File: config.mk
export PLATFORM = sky130hd
export DESIGN_NAME = cpu_host_loader
export DESIGN_NICKNAME = d
export VERILOG_FILES = /design/src/rtl/cpu_host_pkg.sv /design/src/rtl/cpu_host_loader_counter.sv /design/src/rtl/cpu_host_loader.sv
export SDC_FILE = /design/constraint.sdc
export NUM_CORES = 1
export LEC_CHECK = 0
export ABC_AREA = 1
export CORE_AREA = 2 2 202 204
export DETAILED_ROUTE_END_ITERATION = 10
export DIE_AREA = 0 0 204 206
export SYNTH_ARGS = -nofsm -noshare
export SYNTH_HDL_FRONTEND = slang
export SYNTH_SLANG_ARGS = --single-unit
File: constraint.sdc
create_clock -name clk -period 6.95 [get_ports clk]
set_clock_uncertainty 0.2 [all_clocks]
set_input_delay 0.695 -clock clk [delete_from_list [all_inputs] [get_ports clk]]
set_output_delay 0.695 -clock clk [all_outputs]
set_load 0.01 [all_outputs]
File: src/rtl/cpu_host_pkg.sv
// Shared definitions for the host-side loader: FSM encoding, memory strides and
// default memory depths.
package cpu_host_pkg;

  typedef enum logic [2:0] {
    IDLE    = 3'd0,
    LOAD_I  = 3'd1,
    LOAD_D  = 3'd2,
    CPU_RST = 3'd3,
    RUN     = 3'd4,
    RD_REQ  = 3'd5,
    RD_WAIT = 3'd6,
    RD_OUT  = 3'd7
  } state_t;

  localparam int IMEM_STRIDE    = 4;
  localparam int DMEM_STRIDE    = 8;
  localparam int DEF_IMEM_WORDS = 128;
  localparam int DEF_DMEM_WORDS = 128;

endpackage

File: src/rtl/cpu_host_loader_counter.sv
// Loadable down-counter with a zero flag; load wins over decrement and the
// count saturates at zero.
module loader_counter #(
  parameter int W = 8
) (
  input  logic         clk,
  input  logic         rst,
  input  logic         load,
  input  logic [W-1:0] load_val,
  input  logic         dec,
  output logic [W-1:0] count,
  output logic         zero
);

  always_ff @(posedge clk) begin
    if (rst) begin
      count <= '0;
    end else if (load) begin
      count <= load_val;
    end else if (dec && !zero) begin
      count <= count - W'(1);
    end
  end

  assign zero = (count == '0);

endmodule

File: src/rtl/cpu_host_loader.sv
// Host controller that loads instruction/data memory from a word stream, resets
// and runs the core for a fixed cycle count, then streams back a dmem window.
module cpu_host_loader
  import cpu_host_pkg::*;
#(
  parameter int IMEM_WORDS = DEF_IMEM_WORDS,
  parameter int DMEM_WORDS = DEF_DMEM_WORDS,
  parameter int CNT_W      = 32,
  parameter int RD_LAT     = 1,
  localparam int IW = $clog2(IMEM_WORDS) + 1,
  localparam int DW = $clog2(DMEM_WORDS) + 1
) (
  input  logic             clk,
  input  logic             rst,
  input  logic             start,
  input  logic [IW-1:0]    n_instr,
  input  logic [DW-1:0]    n_din,
  input  logic [DW-2:0]    rd_base,
  input  logic [DW-1:0]    n_dout,
  input  logic [CNT_W-1:0] run_cycles,
  input  logic             in_valid,
  output logic             in_ready,
  input  logic [63:0]      in_data,
  output logic             out_valid,
  input  logic             out_ready,
  output logic [63:0]      out_data,
  output logic             busy,
  output logic             done,
  output logic             cpu_arst_n,
  output logic             enable,
  output logic [63:0]      addr_ext,
  output logic             wen_ext,
  output logic             ren_ext,
  output logic [31:0]      wdata_ext,
  input  logic [31:0]      rdata_ext,
  output logic [63:0]      addr_ext_2,
  output logic             wen_ext_2,
  output logic             ren_ext_2,
  output logic [63:0]      wdata_ext_2,
  input  logic [63:0]      rdata_ext_2
);

  // Handshakes: a word moves on any rising edge where valid && ready are both
  // high; valid never waits on ready, and data is held while valid && !ready.

  localparam int WC_W  = (IW > DW) ? IW : DW;
  localparam int LAT_W = (RD_LAT > 1) ? $clog2(RD_LAT + 1) : 1;

  state_t state, next_state;

  logic [DW-1:0]    n_din_q, n_dout_q;
  logic [DW-2:0]    rd_base_q;
  logic [CNT_W-1:0] run_q;

  logic [IW-1:0] n_instr_c;
  logic [DW-1:0] n_din_c, n_dout_c, rd_room;

  logic [WC_W-1:0] idx;
  logic [DW-1:0]   rd_ptr;
  logic            in_fire, out_fire;

  logic            wc_load, wc_dec, wc_zero, wc_last;
  logic [WC_W-1:0] wc_val, wc_cnt;
  logic            rc_load, rc_dec, rc_zero, rc_last;
  logic [CNT_W-1:0] rc_cnt;
  logic            lc_load, lc_dec, lc_zero, lc_last;
  logic [LAT_W-1:0] lc_cnt;

  logic        wen_i_q, wen_d_q, arst_q, done_q;
  logic [63:0] waddr_i_q, waddr_d_q, wdata_d_q, out_data_q;
  logic [31:0] wdata_i_q;

  // Instruction memory is write-only from the host side.
  logic unused_ok;
  assign unused_ok = ^{rdata_ext, wc_zero, rc_zero};

  assign n_instr_c = (n_instr > IW'(IMEM_WORDS)) ? IW'(IMEM_WORDS) : n_instr;
  assign n_din_c   = (n_din > DW'(DMEM_WORDS)) ? DW'(DMEM_WORDS) : n_din;
  assign rd_room   = DW'(DMEM_WORDS) - DW'(rd_base);
  assign n_dout_c  = (n_dout > rd_room) ? rd_room : n_dout;

  assign in_fire  = in_valid && in_ready;
  assign out_fire = out_valid && out_ready;
  assign wc_last  = (wc_cnt == WC_W'(1));
  assign rc_last  = (rc_cnt == CNT_W'(1));
  assign lc_last  = lc_zero || (lc_cnt == LAT_W'(1));

  loader_counter #(.W(WC_W)) u_word_cnt (
    .clk(clk), .rst(rst), .load(wc_load), .load_val(wc_val), .dec(wc_dec),
    .count(wc_cnt), .zero(wc_zero)
  );

  loader_counter #(.W(CNT_W)) u_run_cnt (
    .clk(clk), .rst(rst), .load(rc_load), .load_val(run_q), .dec(rc_dec),
    .count(rc_cnt), .zero(rc_zero)
  );

  loader_counter #(.W(LAT_W)) u_lat_cnt (
    .clk(clk), .rst(rst), .load(lc_load), .load_val(LAT_W'(RD_LAT)), .dec(lc_dec),
    .count(lc_cnt), .zero(lc_zero)
  );

  always_ff @(posedge clk) begin
    if (rst) begin
      state <= IDLE;
    end else begin
      state <= next_state;
    end
  end

  always_comb begin
    next_state = state;
    wc_load    = 1'b0;
    wc_val     = '0;
    wc_dec     = 1'b0;
    rc_load    = 1'b0;
    rc_dec     = 1'b0;
    lc_load    = 1'b0;
    lc_dec     = 1'b0;
    case (state)
      IDLE: begin
        if (start) begin
          wc_load = 1'b1;
          if (n_instr_c != '0) begin
            next_state = LOAD_I;
            wc_val     = WC_W'(n_instr_c);
          end else if (n_din_c != '0) begin
            next_state = LOAD_D;
            wc_val     = WC_W'(n_din_c);
          end else begin
            next_state = CPU_RST;
          end
        end
      end
      LOAD_I: begin
        if (in_fire) begin
          wc_dec = 1'b1;
          if (wc_last) begin
            wc_load    = 1'b1;
            wc_val     = WC_W'(n_din_q);
            next_state = (n_din_q != '0) ? LOAD_D : CPU_RST;
          end
        end
      end
      LOAD_D: begin
        if (in_fire) begin
          wc_dec = 1'b1;
          if (wc_last) next_state = CPU_RST;
        end
      end
      CPU_RST: begin
        // The word counter is reused for the readback length from here on.
        rc_load = 1'b1;
        wc_load = 1'b1;
        wc_val  = WC_W'(n_dout_q);
        if (run_q != '0)         next_state = RUN;
        else if (n_dout_q != '0) next_state = RD_REQ;
        else                     next_state = IDLE;
      end
      RUN: begin
        rc_dec = 1'b1;
        if (rc_last) next_state = (n_dout_q != '0) ? RD_REQ : IDLE;
      end
      RD_REQ: begin
        lc_load    = 1'b1;
        next_state = RD_WAIT;
      end
      RD_WAIT: begin
        lc_dec = 1'b1;
        if (lc_last) next_state = RD_OUT;
      end
      RD_OUT: begin
        if (out_fire) begin
          wc_dec     = 1'b1;
          next_state = wc_last ? IDLE : RD_REQ;
        end
      end
      default: next_state = IDLE;
    endcase
  end

  always_comb begin
    in_ready    = (state == LOAD_I) || (state == LOAD_D);
    out_valid   = (state == RD_OUT);
    busy        = (state != IDLE);
    enable      = (state == RUN);
    cpu_arst_n  = arst_q && (state != CPU_RST);
    ren_ext     = 1'b0;
    ren_ext_2   = (state == RD_REQ);
    wen_ext     = wen_i_q;
    addr_ext    = waddr_i_q;
    wdata_ext   = wdata_i_q;
    wen_ext_2   = wen_d_q;
    wdata_ext_2 = wdata_d_q;
    addr_ext_2  = '0;
    if (wen_d_q) begin
      addr_ext_2 = waddr_d_q;
    end else if (state == RD_REQ) begin
      addr_ext_2 = 64'(rd_ptr) * 64'(DMEM_STRIDE);
    end
    out_data = out_data_q;
    done     = done_q;
  end

  always_ff @(posedge clk) begin
    if (rst) begin
      n_din_q    <= '0;
      n_dout_q   <= '0;
      rd_base_q  <= '0;
      run_q      <= '0;
      idx        <= '0;
      rd_ptr     <= '0;
      wen_i_q    <= 1'b0;
      waddr_i_q  <= '0;
      wdata_i_q  <= '0;
      wen_d_q    <= 1'b0;
      waddr_d_q  <= '0;
      wdata_d_q  <= '0;
      arst_q     <= 1'b0;
      done_q     <= 1'b0;
      out_data_q <= '0;
    end else begin
      if (state == IDLE && start) begin
        n_din_q   <= n_din_c;
        n_dout_q  <= n_dout_c;
        rd_base_q <= rd_base;
        run_q     <= run_cycles;
      end
      if (state == IDLE) begin
        idx <= '0;
      end else if (in_fire) begin
        idx <= wc_last ? '0 : idx + WC_W'(1);
      end
      if (state == CPU_RST) begin
        rd_ptr <= DW'(rd_base_q);
      end else if (out_fire) begin
        rd_ptr <= rd_ptr + DW'(1);
      end
      // Write strobes are registered copies of the accepting handshake.
      wen_i_q   <= in_fire && (state == LOAD_I);
      waddr_i_q <= (in_fire && state == LOAD_I) ? 64'(idx) * 64'(IMEM_STRIDE) : '0;
      wdata_i_q <= (in_fire && state == LOAD_I) ? in_data[31:0] : '0;
      wen_d_q   <= in_fire && (state == LOAD_D);
      waddr_d_q <= (in_fire && state == LOAD_D) ? 64'(idx) * 64'(DMEM_STRIDE) : '0;
      wdata_d_q <= (in_fire && state == LOAD_D) ? in_data : '0;
      arst_q    <= 1'b1;
      done_q    <= (state != IDLE) && (next_state == IDLE);
      if (state == RD_WAIT && lc_last) begin
        out_data_q <= rdata_ext_2;
      end
    end
  end

endmodule
==> results summary <==
The pin count of the biggest net entering global routing came out at 89. Counting flops with a built-in enable in the synthesized netlist gives 0. The combined area of all synthesized cells came out at 13200 sq um. The clock buffer count from CTS is 36.

The total global routing track utilization is 18.4%. The clock network latency to the later pin of the worst-skew pair is 0.53 ns. TritonCTS built the clock tree. Yosys mapped the design onto 45 distinct sky130hd cell types. In the final routed layout, each cell accounts on average for 14.7 um. The Yosys step of the flow raised 0 warnings.

The detailed-route via count came out at 12.2k. The detail-routed via count per cell came out at 4.45. STA classifies the critical path startpoint as a register. For this run the aggregate overflow at the end of global routing stands at 0. The share of post-route cells with drive strength above 1 came out at 4.96%. After clock tree synthesis, the clock-pin slew on the worst setup and hold paths is 0.05 ns. The number of maximum-capacitance violations is 0.

In this run the mean area of a mapped cell was 7.18 sq um. The post-CTS resize count is 0. The arrival time reported for the critical path endpoint is 2.87 ns. The first routing iteration left 686 violations. After legalization and detailed placement, the total HPWL measured 30200 um. The synthesized instance count is 1842. The net total in the final layout came out at 2438. The routability congestion estimate from global placement came out at 0.904.

The total number of placement rows came out at 74. The post-synthesis sequential element count is 294. The initial cell density of the core is 32.9%.

The clock period minus worst slack came out at 3.77 ns. The data required time at the worst endpoint came out at 6.05 ns. The wire length of the first global-routing pass came out at 61300 um. The remaining routing DRC violations is 0. The number of antenna violations at the first check in global routing came out at 4. The type of element capturing the critical path is an output port. The setup check on the worst reg-to-reg path leaves a slack of 3.63 ns.

The summed negative setup slack over all endpoints is 0 ns. The number of sinks handled by clock tree synthesis came out at 294. The root buffer cell chosen for the clock tree is clkbuf_16. Of all flip-flops after synthesis, the portion carrying an async set or reset was 0%. The library cell used most frequently in the layout, excluding fill and tap cells, is clkdlybuf4s50_1. The largest driver fanout on the critical path is 44.

The worst setup path is of the reg2out kind. The power per standard cell area came out at 220 nW/um^2. The buffer count from post-CTS setup fixing is 0. The max-slew violation count is 0. During I/O placement, the number of pins put on the boundary was 526. In the layout the commonest cells are clkdlybuf4s50_1 (379), nand2_1 (299), dfxtp_1 (294). The ratio of final minimum period to clock period came out at 54.2%. The layout filler cell count came out at 4075. In this run the deepest clock path goes through 3 buffers. Summing the sequential cell areas from Yosys gives 44.5% of the chip area. The placeable core area came out at 40200 sq um. The total area of sequential cells came out at 5890 sq um.

Once layout is complete, the utilization of the core stands at 45.2%. The area of the multi-input gates came out at 5580 sq um. The slew at the pin closest to its max-slew limit came out at 0.856 ns. The run finished with clean final reports. The die outline area came out at 42000 sq um. The number of buffers inserted for hold repair after clock tree synthesis came out at 0. Summed over all cells, the static leakage comes to 7.84 nW. The pre-antenna-repair detailed-routing pass consisted of 5 iterations. The path class of the tightest hold or removal check is reg2reg. The number of hold-slack violations in the final timing report is 0. The count of buffers from port buffering is 380.

The timing-limited maximum frequency came out at 265 MHz. The worst slew margin relative to its limit is 43.0%. The total of endpoints with negative setup slack in the final report came out at 0.

The number of H-tree levels is 2. The maximum resistive drop on vdd came out at 0.152 mV. The number of global-route vias before repair came out at 11.6k. Setup repair after global routing left no endpoint under its margin. Once detail routing completed, the nets flagged for antenna violations numbered 0.

The synthesis-to-layout area growth is 37.3%. The width of the die is 204 um. The die span in y is 206 um. The most frequently used flop master after synthesis is dfxtp_1. The overall routed net length is 40400 um.
## synthesized netlist by cell type, drive strengths merged (3+ instances only)
cell type  count  area (sq um)
nand3         94           498
a211oi         4          30.0
nor3           9          50.1
o31ai          7          52.6
clkbuf        50           188
o21ai        133           677
nand2        310          1200
o22ai          3          18.8
dfxtp        294          5890
ha            17           213
nor4           3          18.8
o221ai         3          26.3
o211ai         3          22.5
buf          136           992
clkinv         3          13.8
xnor2          7          61.3
nor2         287          1150
inv          269          1010
nand3b         3          22.5
xor2           8          70.1
a21oi        174           871
nand4         13          81.3
## through the flow
step | hold slack (ns) | total power, mW | instances | cell area (sq um) | setup WS [ns]
final | 0.242 | 3.99 | 2751 | 18200 | 3.18
after floorplan | 0.225 | 2.06 | 1954 | 13700 | 4.22
after CTS | 0.244 | 4.04 | 2750 | 18200 | 3.14
after global placement | 0.231 | 2.19 | 2687 | 17000 | 3.18
after detailed placement | 0.237 | 2.20 | 2687 | 17000 | 3.16
after global routing | 0.259 | 4.15 | 2750 | 18200 | 3.00
## final timing paths
kind                  endpoint  cells after the start    startpoint
setup / recovery    cpu_arst_n                      6      state[2]
hold / removal    out_data[50]                      2  out_data[50]
setup reg to reg      state[0]                      8      state[0]
hold reg to reg   out_data[50]                      2  out_data[50]
## registers in the layout, summed over array words and instances, names as in the netlist
register          count
u_run_cnt.count      32
n_dout_q              8
rd_ptr                8
waddr_d_q             8
addr_ext              8
u_word_cnt.count      8
out_data             64
wdata_ext_2          64
rd_base_q             7
idx                   8
wen_ext               1
run_q                32
n_din_q               8
state                 3
arst_q                1
done                  1
wen_ext_2             1
wdata_ext            32
## layer usage
metal | vias up | wire (um) | track usage (%)
li1 | 6239 | - | -
met1 | 5572 | 16100 | 20.7
met2 | 342 | 20200 | 32.8
met3 | 78 | 2980 | 5.77
met4 | 4 | 1190 | 6.63
met5 | - | 28 | 0
## layout make-up
cell class,count,share of cell area (%)
Sequential cell,294,32.4
Multi-Input combinational cell,1202,30.7
Timing Repair Buffer,387,21.2
Clock buffer,53,5.87
Inverter,272,5.63
Tap cell,532,3.66
Clock inverter,10,0.503
Antenna cell,1,0.0138
## power breakdown
group	total, mW	leakage, nW	switching (mW)	internal [mW]
clock network	1.83	0.566	0.727	1.10
logic	0.410	4.89	0.225	0.185
registers	1.75	2.38	0.0255	1.72
## kinds of logic (layout without fill, tap and decap cells)
group                      count (synthesis)  count (layout)  synth area share [%]
and+or+nand+nor                          721             721                  22.9
buffers and inverters                    458             722                  16.7
AOI/OAI and AO/OA                        336             336                  13.3
DFF                                      294             294                  44.5
adders and majority gates                 17              17                  1.61
xor gates and xnor gates                  15              15                 0.993
other                                      1             114                0.0283
## worst max-delay path: stages, from the launching register on
cell and delay (ns):
dfxtp_1 0.52, inv_2 0.12, nand3_2 0.08, buf_4 0.43, inv_2 0.44, nor2_1 0.19
clkdlybuf4s50_1 0.55
No activity file was read; power rests on OpenSTA's default activity.
